File: config.mk
export PLATFORM = sky130hd
export DESIGN_NAME = fetch_decode_unit_flat
export DESIGN_NICKNAME = d
export VERILOG_FILES = /design/src/rtl/fetch_decode_unit_if.sv /design/src/rtl/fetch_decode_unit.sv /design/src/flat_wrapper.sv
export SDC_FILE = /design/constraint.sdc
export NUM_CORES = 1
export LEC_CHECK = 0
export BUFFER_PORTS_ARGS = -buffer_cell sky130_fd_sc_hd__buf_4
export CORE_ASPECT_RATIO = 0.5
export CORE_MARGIN = 5
export CORE_UTILIZATION = 48
export DETAILED_ROUTE_END_ITERATION = 12
export PLACE_DENSITY_LB_ADDON = 0.25
export SLEW_MARGIN = 0
export SYNTH_ARGS = -nofsm -noshare
export SYNTH_HDL_FRONTEND = slang
export SYNTH_SLANG_ARGS = --single-unit
File: constraint.sdc
create_clock -name clk -period 2.06 [get_ports clk]
set_input_delay 0.103 -clock clk [delete_from_list [all_inputs] [get_ports clk]]
set_output_delay 0.103 -clock clk [all_outputs]
set_load 0.03 [all_outputs]
File: src/rtl/fetch_decode_unit_if.sv
// fetch_decode_unit_if
// Groups the loader, instruction-memory and issue signals of the fetch/decode
// controller into one bundle.
//   master : the fetch/decode unit (drives memory address/write and issue side)
//   slave  : the environment (loader, memory model, datapath)
// Signals:
//   start, ld_en, ld_addr, ld_data : boot/loader controls
//   im_wr, im_a, im_d, im_q        : instruction memory port
//   ex_ready, zero, jmp_addr       : datapath accept handshake and branch inputs
//   valid, op_class, dr, sa, sb,
//   reg_wr, mem_wr, illegal        : decoded instruction
//   pc, halted                     : program counter and run-off-end flag
interface fetch_decode_unit_if;
  logic        start;
  logic        ld_en;
  logic [3:0]  ld_addr;
  logic [12:0] ld_data;
  logic        im_wr;
  logic [3:0]  im_a;
  logic [12:0] im_d;
  logic [12:0] im_q;
  logic        ex_ready;
  logic        zero;
  logic [3:0]  jmp_addr;
  logic        valid;
  logic [2:0]  op_class;
  logic [1:0]  dr;
  logic [1:0]  sa;
  logic [1:0]  sb;
  logic        reg_wr;
  logic        mem_wr;
  logic        illegal;
  logic [3:0]  pc;
  logic        halted;

  modport master (
    input  start, ld_en, ld_addr, ld_data, im_q, ex_ready, zero, jmp_addr,
    output im_wr, im_a, im_d, valid, op_class, dr, sa, sb,
           reg_wr, mem_wr, illegal, pc, halted
  );

  modport slave (
    output start, ld_en, ld_addr, ld_data, im_q, ex_ready, zero, jmp_addr,
    input  im_wr, im_a, im_d, valid, op_class, dr, sa, sb,
           reg_wr, mem_wr, illegal, pc, halted
  );
endinterface

File: src/rtl/fetch_decode_unit.sv
// fetch_decode_unit
// Owns the program counter, fetches 13-bit words from a 16-entry synchronous
// read instruction memory, decodes them and issues them to the datapath with
// a valid/ready handshake. A loader path writes the memory while idle.
// Ports:
//   clk : system clock, rising edge
//   rst : synchronous active-high reset
//   bus : fetch_decode_unit_if.master (loader, memory port, issue outputs)
//
// state  | meaning
// IDLE   | waiting for start; loader writes allowed
// FETCH  | address PC presented to memory
// DECODE | memory word captured into IR
// ISSUE  | decoded instruction valid, waiting for ex_ready
module fetch_decode_unit (
  input logic             clk,
  input logic             rst,
  fetch_decode_unit_if.master bus
);

  typedef enum logic [1:0] {S_IDLE, S_FETCH, S_DECODE, S_ISSUE} state_t;

  localparam logic [2:0] C_NOP   = 3'd0;
  localparam logic [2:0] C_ADD   = 3'd1;
  localparam logic [2:0] C_DEC   = 3'd2;
  localparam logic [2:0] C_LOAD  = 3'd3;
  localparam logic [2:0] C_STORE = 3'd4;
  localparam logic [2:0] C_ADDI  = 3'd5;
  localparam logic [2:0] C_BRZ   = 3'd6;
  localparam logic [2:0] C_JUMP  = 3'd7;

  state_t      state, state_next;
  logic [3:0]  pc_q, pc_next;
  logic [12:0] ir_q, ir_next;
  logic        halted_q, halted_next;

  logic [6:0]  opcode;
  logic [2:0]  op_class_d;
  logic        illegal_d;
  logic        valid_d;
  logic        im_wr_d;
  logic [3:0]  im_a_d;

  always_ff @(posedge clk) begin
    if (rst) begin
      state    <= S_IDLE;
      pc_q     <= 4'd0;
      ir_q     <= 13'd0;
      halted_q <= 1'b0;
    end else begin
      state    <= state_next;
      pc_q     <= pc_next;
      ir_q     <= ir_next;
      halted_q <= halted_next;
    end
  end

  assign opcode = ir_q[12:6];

  always_comb begin
    op_class_d = C_NOP;
    illegal_d  = 1'b0;
    case (opcode)
      7'b0000000: op_class_d = C_NOP;
      7'b0000010: op_class_d = C_ADD;
      7'b0000110: op_class_d = C_DEC;
      7'b0010000: op_class_d = C_LOAD;
      7'b0100000: op_class_d = C_STORE;
      7'b1000010: op_class_d = C_ADDI;
      7'b1100000: op_class_d = C_BRZ;
      7'b1110000: op_class_d = C_JUMP;
      default:    illegal_d  = 1'b1;
    endcase
  end

  always_comb begin
    state_next  = state;
    pc_next     = pc_q;
    ir_next     = ir_q;
    halted_next = halted_q;
    im_wr_d     = 1'b0;
    im_a_d      = pc_q;
    valid_d     = 1'b0;
    case (state)
      S_IDLE: begin
        // a load request takes the memory port and shadows start
        if (bus.ld_en) begin
          im_wr_d = 1'b1;
          im_a_d  = bus.ld_addr;
        end else if (bus.start) begin
          pc_next     = 4'd0;
          halted_next = 1'b0;
          state_next  = S_FETCH;
        end
      end
      S_FETCH: state_next = S_DECODE;
      S_DECODE: begin
        ir_next    = bus.im_q;
        state_next = S_ISSUE;
      end
      S_ISSUE: begin
        valid_d = 1'b1;
        if (bus.ex_ready) begin
          state_next = S_FETCH;
          if (op_class_d == C_BRZ && bus.zero) begin
            pc_next = {ir_q[5:4], ir_q[1:0]};
          end else if (op_class_d == C_JUMP) begin
            pc_next = bus.jmp_addr;
          end else if (pc_q == 4'hF) begin
            // sequential advance past the last word stops instead of wrapping
            pc_next     = 4'd0;
            halted_next = 1'b1;
            state_next  = S_IDLE;
          end else begin
            pc_next = pc_q + 4'd1;
          end
        end
      end
      default: state_next = S_IDLE;
    endcase
  end

  assign bus.im_wr    = im_wr_d;
  assign bus.im_a     = im_a_d;
  assign bus.im_d     = bus.ld_data;
  assign bus.valid    = valid_d;
  assign bus.op_class = op_class_d;
  assign bus.dr       = ir_q[5:4];
  assign bus.sa       = ir_q[3:2];
  assign bus.sb       = ir_q[1:0];
  assign bus.reg_wr   = valid_d && (op_class_d == C_ADD || op_class_d == C_DEC ||
                                    op_class_d == C_LOAD || op_class_d == C_ADDI);
  assign bus.mem_wr   = valid_d && (op_class_d == C_STORE);
  assign bus.illegal  = valid_d && illegal_d;
  assign bus.pc       = pc_q;
  assign bus.halted   = halted_q;

endmodule

File: src/flat_wrapper.sv
// flat-port wrapper written by rule: the top's interface ports become plain ports
module fetch_decode_unit_flat 
  (clk, rst, bus_start, bus_ld_en, bus_ld_addr, bus_ld_data, bus_im_q, bus_ex_ready, bus_zero, bus_jmp_addr, bus_im_wr, bus_im_a, bus_im_d, bus_valid, bus_op_class, bus_dr, bus_sa, bus_sb, bus_reg_wr, bus_mem_wr, bus_illegal, bus_pc, bus_halted);
  fetch_decode_unit_if bus_i ();
  input logic clk;
  input logic rst;
  input wire logic [$bits(bus_i.start)-1:0] bus_start;
  input wire logic [$bits(bus_i.ld_en)-1:0] bus_ld_en;
  input wire logic [$bits(bus_i.ld_addr)-1:0] bus_ld_addr;
  input wire logic [$bits(bus_i.ld_data)-1:0] bus_ld_data;
  input wire logic [$bits(bus_i.im_q)-1:0] bus_im_q;
  input wire logic [$bits(bus_i.ex_ready)-1:0] bus_ex_ready;
  input wire logic [$bits(bus_i.zero)-1:0] bus_zero;
  input wire logic [$bits(bus_i.jmp_addr)-1:0] bus_jmp_addr;
  output wire logic [$bits(bus_i.im_wr)-1:0] bus_im_wr;
  output wire logic [$bits(bus_i.im_a)-1:0] bus_im_a;
  output wire logic [$bits(bus_i.im_d)-1:0] bus_im_d;
  output wire logic [$bits(bus_i.valid)-1:0] bus_valid;
  output wire logic [$bits(bus_i.op_class)-1:0] bus_op_class;
  output wire logic [$bits(bus_i.dr)-1:0] bus_dr;
  output wire logic [$bits(bus_i.sa)-1:0] bus_sa;
  output wire logic [$bits(bus_i.sb)-1:0] bus_sb;
  output wire logic [$bits(bus_i.reg_wr)-1:0] bus_reg_wr;
  output wire logic [$bits(bus_i.mem_wr)-1:0] bus_mem_wr;
  output wire logic [$bits(bus_i.illegal)-1:0] bus_illegal;
  output wire logic [$bits(bus_i.pc)-1:0] bus_pc;
  output wire logic [$bits(bus_i.halted)-1:0] bus_halted;
  assign bus_i.start = bus_start;
  assign bus_i.ld_en = bus_ld_en;
  assign bus_i.ld_addr = bus_ld_addr;
  assign bus_i.ld_data = bus_ld_data;
  assign bus_i.im_q = bus_im_q;
  assign bus_i.ex_ready = bus_ex_ready;
  assign bus_i.zero = bus_zero;
  assign bus_i.jmp_addr = bus_jmp_addr;
  assign bus_im_wr = bus_i.im_wr;
  assign bus_im_a = bus_i.im_a;
  assign bus_im_d = bus_i.im_d;
  assign bus_valid = bus_i.valid;
  assign bus_op_class = bus_i.op_class;
  assign bus_dr = bus_i.dr;
  assign bus_sa = bus_i.sa;
  assign bus_sb = bus_i.sb;
  assign bus_reg_wr = bus_i.reg_wr;
  assign bus_mem_wr = bus_i.mem_wr;
  assign bus_illegal = bus_i.illegal;
  assign bus_pc = bus_i.pc;
  assign bus_halted = bus_i.halted;
  fetch_decode_unit u_core (.clk(clk), .rst(rst), .bus(bus_i));
endmodule
==> results of run 1 <==
-- metal layers --
metal	track usage, %	up-vias
met5	0	-
met4	6.83	0
met3	4.98	8
met2	27.0	61
met1	21.1	548
li1	-	611
-- area by class of cell --
class,instances,area (sq um)
Fill cell,247,982
Sequential cell,20,402
Clock buffer,4,55.1
Tap cell,37,46.3
Inverter,9,33.8
Multi-Input combinational cell,108,782
Timing Repair Buffer,51,383
-- how the worst min path moves through the flow --
stage | depth (start not counted) | to | from
after floorplan | 2 | u_core.ir_q[12]$_SDFFE_PP0N_ | bus_im_q[12]
after detailed placement | 0 | bus_im_d[12] | bus_ld_data[12]
after CTS | 3 | u_core.ir_q[9]$_SDFFE_PP0N_ | bus_im_q[9]
after global routing | 3 | u_core.ir_q[9]$_SDFFE_PP0N_ | bus_im_q[9]
final | 3 | u_core.ir_q[8]$_SDFFE_PP0N_ | bus_im_q[8]
after global placement | 0 | bus_im_d[12] | bus_ld_data[12]
-- synthesized netlist by cell type (all sizes together), types with 3 or more instances --
cell type  count
a21oi          9
a31oi          5
buf           21
clkbuf         5
dfxtp         20
ha             4
inv            9
mux2           4
mux2i         15
nand2          6
nand2b         3
nor2          23
nor2b          4
nor3           4
-- sequential cells by signal, summed over array words and instances, names as in the netlist --
name	cells
u_core.state	2
u_core.bus.pc	4
u_core.bus.halted	1
u_core.ir_q	13
-- cell families after synthesis --
logic type	synth area share, %
XOR/XNOR	1.26
multiplexers	14.0
adder cells (fa/ha/maj)	3.59
AO/OA/AOI/OAI	15.2
buffers and inverters	15.3
AND/OR/NAND/NOR	21.9
flip-flops	28.8
-- power groups by stage --
stage / Combinational (mW) / Clock [mW] / Sequential, mW
after CTS: 0.736 / 0.306 / 0.528
final: 0.735 / 0.307 / 0.530
after global routing: 0.806 / 0.322 / 0.541
after global placement: 0.717 / 0 / 0.532
after detailed placement: 0.724 / 0 / 0.536
after floorplan: 0.631 / 0 / 0.506
-- per-stage QoR --
stage          total power, mW  setup WS, ns  hold slack (ns)  instances
2_1_floorplan             1.14         0.324            0.250        163
3_3_place_gp              1.25         0.501            0.206        225
3_5_place_dp              1.26         0.447            0.206        225
4_1_cts                   1.57         0.142           0.0733        229
5_1_grt                   1.67        0.0266           0.0798        229
6_report                  1.57         0.196           0.0688        229
-- worst reg2reg max path, cell delays in order, from the launching register on --
cell,delay (ns)
dfxtp_1,0.40
inv_1,0.09
ha_1,0.28
a211oi_1,0.52
o21ai_0,0.25
o2bb2ai_1,0.19
==> impl_metrics.tcl, run 1 <==
set metrics [dict create \
    power_density_nw_per_um2 923 \
    cts_hold_buf 0 \
    worstSetupPathType "flop to output pin" \
    port_buffers 49 \
    rsz0062_at_grt "false" \
    antenna_left 0 \
    postSynthCellCount 163 \
    fin_util_pct 63.4 \
    num_antenna_cells 0 \
    crit_arrival_ns 1.76 \
    first_global_vias 1097 \
    final_cell_mix "51 x buf_4, 23 x nor2_1, 19 x dfxtp_1, 15 x mux2i_1" \
    grt_start_max_net_pins 19 \
    rows 13 \
    routed-wl-met3_um 272 \
    gp_congestion 0.812 \
    r2r_cells 5 \
    async_reset_ff_share_pct 0 \
    ys.flop_type "dfxtp_1" \
    route.met2.wl_mm 1.47 \
    drc_errors 0 \
    area_growth_pct 22.2 \
    root_buffer "clkbuf_8" \
    die_height_um 48.1 \
    drt-total-wl_mm 3.35 \
    outcome "complete, no violations" \
    min_path_type "input port to flop" \
    synth_area_per_cell_sq_um 8.54 \
    fmax_ghz 0.537 \
    clock_latency_ns 0.26 \
    r2r_slack_ns 0.27 \
    hold_viol 0 \
    combinationalPowerShare_pct 46.8 \
    cp_num_buf_inv 1 \
    intPower_mw 0.951 \
    htreeDepth 1 \
    worstMarginPinSlew_ns 0.572 \
    fin_area_sq_um 1700 \
    start_util_pct 51.9 \
    cts_buffers 3 \
    num_io_pins 76 \
    grt_overflow 0 \
    crit_chain "nand4bb_4 > nor2_1 > a31oi_1 > and4_2 > buf_4" \
    critPathMaxFanout 8 \
    die_area_sq_um 4140 \
    postCtsResizedCells 0 \
    syn-num-nets 207 \
    top_layer "met4" \
    end_kind "output pin" \
    clock-sinks 20 \
    synth_edf_count 0 \
    wl_met1_mm 1.54 \
    p_leak_nw 0.776 \
    grt_usage_pct 16.5 \
    critPathLaunchType "flop" \
    crit_slowest_cell "dfxtp_1" \
    wl_per_cell_um 14.6 \
    via_per_inst 5.36 \
    maxSlewHeadroom_pct 61.7 \
    max-cap-violations 0 \
    startpoint "u_core.ir_q[11]$_SDFFE_PP0N_" \
    drive_gt1_share_pct 35.9 \
    antenna_found_initial 0 \
    core-area_sq_um 2680 \
    critPathMaxStageDelay_ns 0.52 \
    p_switching_mw 0.620 \
    finalSetupViolCount 0 \
    synth_area_leaders "dfxtp_1 29%, mux2i_1 11%, buf_4 10%" \
    yosysSeqAreaShare_pct 28.8 \
    worstPathRequired_ns 1.96 \
    path_depth 5 \
    endpoint "bus_mem_wr" \
    slew_viol_final 0 \
    skew_ns 0.00311 \
    fp.dieW_um 86.2 \
    netlist_area_sq_um 1390 \
    cts.clk_slew.worst_paths_ns 0.08 \
    setup_tns_ns 0 \
    synth_warnings 0 \
    vias 1228 \
    clockPowerShare_pct 19.5 \
    switching_share_pct 39.5 \
    synth_top_cell_by_area "dfxtp_1" \
    drtIter0Drc 57 \
    peakVddDrop_mv 0.471 \
    cts_setup_buffers 0 \
    finalCriticalPeriod_ns 1.86 \
    power.share.sequential_pct 33.7 \
    ys_ff_latch 20 \
    dr.pass1.iters 4 \
    r2r_end "u_core.bus.pc[1]$_SDFFE_PP0P_" \
    hpwl_mm 2.52 \
    period_share_pct 90.5 \
    clk_path_buf_depth 2 \
    path_delay_family "simple AND/OR/NAND/NOR gates" \
    grt_pass1_wl_mm 5.24 \
    fin_nets 237 \
    cts_tree "built" \
    dpl_cell_area_sq_um 1640 \
    mostFrequentLayoutCell "buf_4" \
    synth_top_area_share_pct 28.8 \
    synth_cell_types 45 \
    worst_r2r_startpoint "u_core.state[0]$_SDFFE_PP0P_" \
]
(Power assumes the default switching activity.)
==> inputs of run 2 (changes only) <==
Settings changed: MAX_ROUTING_LAYER set to met4, PLACE_DENSITY_LB_ADDON 0.25 to 0.05.
==> run 2 against run 1 <==
Non-clock buffer count did not move. Critical path depth rose by 1. Wire length fell by 2.6%. Flip-flop and latch count did not move. Global-route usage rose by 0.49 points. Highest routed layer unchanged.
==> impl_metrics.tcl, run 2 (same netlist as run 1, synthesis figures left out) <==
set metrics [dict create \
    outcome "complete, no violations" \
    worstMarginPinSlew_ns 0.462 \
    drtIter0Drc 55 \
    use_met2_pct 28.5 \
    crit_arrival_ns 1.79 \
    num_io_pins 76 \
    hpwl_mm 2.55 \
    clockPowerShare_pct 16.9 \
    cts_buffers 3 \
    min_path_type "input port to flop" \
    worstPathRequired_ns 1.96 \
    drive_gt1_share_pct 34.6 \
    holdWs_ns 0.0798 \
    postCtsResizedCells 0 \
    period_share_pct 91.7 \
    combinationalPowerShare_pct 48.1 \
    drt-total-wl_mm 3.26 \
    max-cap-violations 0 \
    p_switching_mw 0.609 \
    grt_use_met3_pct 5.33 \
    critPathLaunchType "flop" \
    dr.pass1.iters 4 \
    clk_path_buf_depth 2 \
    rows 13 \
    fillCellCount 252 \
    area_growth_pct 20.9 \
    first_global_vias 1129 \
    core-area_sq_um 2680 \
    die_height_um 48.1 \
    hold_viol 0 \
    num_antenna_cells 0 \
    fp.dieW_um 86.2 \
    switching_share_pct 40.3 \
    maxSlewHeadroom_pct 69.2 \
    slew_viol_final 0 \
    critPathMaxFanout 8 \
    worstSetupPathType "flop to output pin" \
    root_buffer "clkbuf_8" \
    dpl_cell_area_sq_um 1640 \
    grt_overflow 0 \
    rsz0062_at_grt "false" \
    via_per_inst 5.34 \
    wl_per_cell_um 14.3 \
    die_area_sq_um 4140 \
    largest-register "u_core.ir_q" \
    intPower_mw 0.904 \
    finalCriticalPeriod_ns 1.89 \
    skew_ns 0.00360 \
    grt_start_max_net_pins 19 \
    setup_tns_ns 0 \
    clock-sinks 20 \
    mostFrequentLayoutCell "buf_4" \
    fin_nets 237 \
    power.share.sequential_pct 34.9 \
    fmax_ghz 0.529 \
    vias 1217 \
    htreeDepth 1 \
    largest_reg_flops 13 \
    grt_pass1_wl_mm 5.27 \
    end_kind "output pin" \
    drc_errors 0 \
    cts_hold_buf 0 \
    port_buffers 49 \
    final_cell_mix "51 x buf_4, 23 x nor2_1, 20 x dfxtp_1, 15 x mux2i_1" \
    cts_setup_buffers 0 \
    antenna_left 0 \
    clock_latency_ns 0.26 \
    grt_use_met1_pct 20.3 \
    gp_congestion 0.836 \
    grt.busiest_layer "met2" \
    p_leak_nw 0.768 \
    fin_area_sq_um 1680 \
    finalSetupViolCount 0 \
    peakVddDrop_mv 0.501 \
    power_density_nw_per_um2 899 \
    grt_usage_pct 17.0 \
    start_util_pct 51.9 \
    cts_tree "built" \
    antenna_found_initial 0 \
    cts.clk_slew.worst_paths_ns 0.07 \
]
-- run 2: power by group through the flow --
stage          logic, mW  registers [mW]  clock network, mW
4_1_cts            0.733           0.528              0.270
3_3_place_gp       0.718           0.534                  0
2_1_floorplan      0.631           0.506                  0
6_report           0.729           0.529              0.256
3_5_place_dp       0.731           0.537                  0
5_1_grt            0.798           0.543              0.284
-- run 2: area by class of cell --
cell class / count / area, sq um / share of cell area, %
tap: 37 / 46.3 / 2.75
timing repair buffer: 51 / 383 / 22.7
clock buffer: 3 / 41.3 / 2.45
inverter: 9 / 33.8 / 2.01
sequential: 20 / 400 / 23.8
multi-input combinational: 108 / 779 / 46.3
-- run 2: per-stage QoR --
step	power (mW)	instances	utilization, %	setup slack (ns)
2_1_floorplan	1.14	163	-	0.324
3_3_place_gp	1.25	225	61.2	0.477
3_5_place_dp	1.27	225	61.2	0.476
4_1_cts	1.53	228	62.8	0.190
5_1_grt	1.63	228	62.8	0.00567
6_report	1.51	228	62.8	0.171
-- run 2: worst paths after layout --
path / start / to / slack [ns] / cells past startpoint
worst min-delay path: bus_im_q[7] / u_core.ir_q[7]$_SDFFE_PP0N_ / 0.08 / 3
worst min register to register: u_core.bus.halted$_SDFFE_PP0P_ / u_core.bus.halted$_SDFFE_PP0P_ / 0.48 / 2
worst max-delay path: u_core.ir_q[8]$_SDFFE_PP0N_ / bus_reg_wr / 0.17 / 6
worst max register to register: u_core.state[0]$_SDFFE_PP0P_ / u_core.bus.pc[2]$_SDFFE_PP0P_ / 0.51 / 5
-- run 2: routing by layer --
layer,share of wire [%],wire (um)
met5,0,0
met3,10,342
met1,45,1450
met4,1.2,39
met2,44,1430
-- run 2: critical path: stages (launching register included) --
cell	delay, ns
dfxtp_1	0.50
nand4bb_4	0.24
nor2_1	0.09
a31oi_1	0.23
inv_1	0.10
o211a_1	0.21
buf_4	0.16
==> inputs of run 3 (changes only) <==
==> constraint.sdc (replaced) <==
create_clock -name clk -period 2.06 [get_ports clk]
set_input_delay 0.103 -clock clk [delete_from_list [all_inputs] [get_ports clk]]
set_output_delay 0.103 -clock clk [all_outputs]
set_load 0.1 [all_outputs]
==> run 3 against run 2 <==
Worst setup slack got worse by 0.056 ns. Design area up 3.5%. Clock power rose by 55%. Worst hold slack worse by 0.012 ns. Critical path depth unchanged. Clock skew up 0.0012 ns. Largest power group unchanged.
==> impl_metrics.tcl, run 3 (same netlist as run 1, synthesis figures left out) <==
set metrics [dict create \
    startpoint "u_core.ir_q[8]$_SDFFE_PP0N_" \
    drc_errors 0 \
    clk_path_buf_depth 2 \
    largest-register "u_core.ir_q" \
    wl_per_cell_um 14.5 \
    die_height_um 48.1 \
    clock_latency_ns 0.26 \
    finalPower_mw 2.01 \
    antenna_left 0 \
    drtIter0Drc 21 \
    hpwl_mm 2.61 \
    gp_congestion 0.845 \
    crit_slowest_cell "dfxtp_2" \
    peakVddDrop_mv 0.750 \
    num_io_pins 76 \
    fin_util_pct 64.9 \
    fin_nets 236 \
    antenna_found_initial 0 \
    worst_r2r_startpoint "u_core.state[0]$_SDFFE_PP0P_" \
    finalSetupViolCount 0 \
    rows 13 \
    critPathMaxStageDelay_ns 0.43 \
    skew_ns 0.00481 \
    fp.dieW_um 86.2 \
    root_buffer "clkbuf_8" \
    drive_gt1_share_pct 40.3 \
    clock-sinks 20 \
    hold_path.startpoint "bus_im_q[4]" \
    mostFrequentLayoutCell "buf_4" \
    p_leak_nw 0.764 \
    port_buffers 49 \
    maxSlewHeadroom_pct 47.9 \
    min_path_type "input port to flop" \
    power_density_nw_per_um2 1150 \
    period_share_pct 94.4 \
    path_delay_family "compound AO/OA/AOI/OAI gates" \
    worstSetupPathType "flop to output pin" \
    max-cap-violations 0 \
    area_growth_pct 25.2 \
    final_cell_mix "50 x buf_4, 23 x nor2_1, 15 x mux2i_1, 14 x dfxtp_1" \
    grt_start_max_net_pins 19 \
    crit_arrival_ns 1.84 \
    worstMarginPinSlew_ns 0.782 \
    r2r_cells 5 \
    path_depth 6 \
    num_antenna_cells 0 \
    critPathLaunchType "flop" \
    die_area_sq_um 4140 \
    fmax_ghz 0.514 \
    critPathMaxFanout 8 \
    core-area_sq_um 2680 \
    outcome "complete, no violations" \
    grt_usage_pct 17.4 \
    via_per_inst 5.24 \
    cts_setup_buffers 0 \
    cts.clk_slew.worst_paths_ns 0.08 \
    holdWs_ns 0.0677 \
    fillCellCount 245 \
    grt_overflow 0 \
    rsz0062_at_grt "false" \
    cts_buffers 3 \
    dr.pass1.iters 4 \
    finalCriticalPeriod_ns 1.95 \
    end_kind "output pin" \
    largest_reg_flops 13 \
    cp_num_buf_inv 2 \
    vias 1195 \
    hold_viol 0 \
    htreeDepth 1 \
    drt-total-wl_mm 3.31 \
    first_global_vias 1174 \
    cts_tree "built" \
    slew_viol_final 0 \
    worstPathRequired_ns 1.96 \
    min_path_cells 3 \
    start_util_pct 51.9 \
    crit_chain "nand4bb_4 > nor2_1 > a31oi_1 > inv_1 > o211a_4 > buf_4" \
    grt_pass1_wl_mm 5.40 \
]
[run 3: changes by cell type in the layout (fill, tap and decap cells not counted), sizes merged]
cell	delta
bufinv	+1
buf	-1
[run 3: worst min-delay path, stage by stage]
cell     delay (ns)
buf_4          0.08
mux2i_1        0.05
nor2_1         0.07
[run 3: layout make-up]
cell class	count	area [sq um]	area share, %
clock buffer	3	41.3	2.37
clock inverter	1	30.0	1.72
inverter	9	33.8	1.94
tap	37	46.3	2.66
timing repair buffer	50	375	21.5
sequential	20	408	23.4
multi-input combinational	108	808	46.4
[run 3: through the flow]
stage / std cells / setup WS [ns] / setup TNS [ns] / area [sq um]
finish: 228 / 0.115 / 0 / 1740
global route: 228 / 0.00644 / 0 / 1740
CTS: 228 / 0.0185 / 0 / 1740
detailed placement: 224 / 0.292 / 0 / 1660
global placement: 224 / 0.348 / 0 / 1660
floorplan: 163 / -0.103 / -0.163 / 1430
[run 3: what timing repair did]
| action | in CTS | in global routing |
|---|---|---|
| setup endpoints to repair | 1 | 3 |
| resized for setup | 1 | 4 |
| hold buffers | 0 | 0 |
[run 3: worst paths after layout]
check	end	slack [ns]
max reg2reg	u_core.bus.pc[1]$_SDFFE_PP0P_	0.43
max	bus_reg_wr	0.11
min	u_core.ir_q[4]$_SDFFE_PP0N_	0.07
min reg2reg	u_core.bus.halted$_SDFFE_PP0P_	0.47
[run 3: routing by layer]
metal	GRT usage, %	wire, um
met5	-	0
met4	4.35	32
met3	6.36	297
met2	27.9	1440
met1	21.3	1540
[run 3: power by group]
group / switching (mW) / leakage [nW] / total, mW / internal, mW
Clock: 0.139 / 0.0357 / 0.398 / 0.260
Sequential: 0.0757 / 0.165 / 0.527 / 0.451
Combinational: 0.743 / 0.563 / 1.08 / 0.340
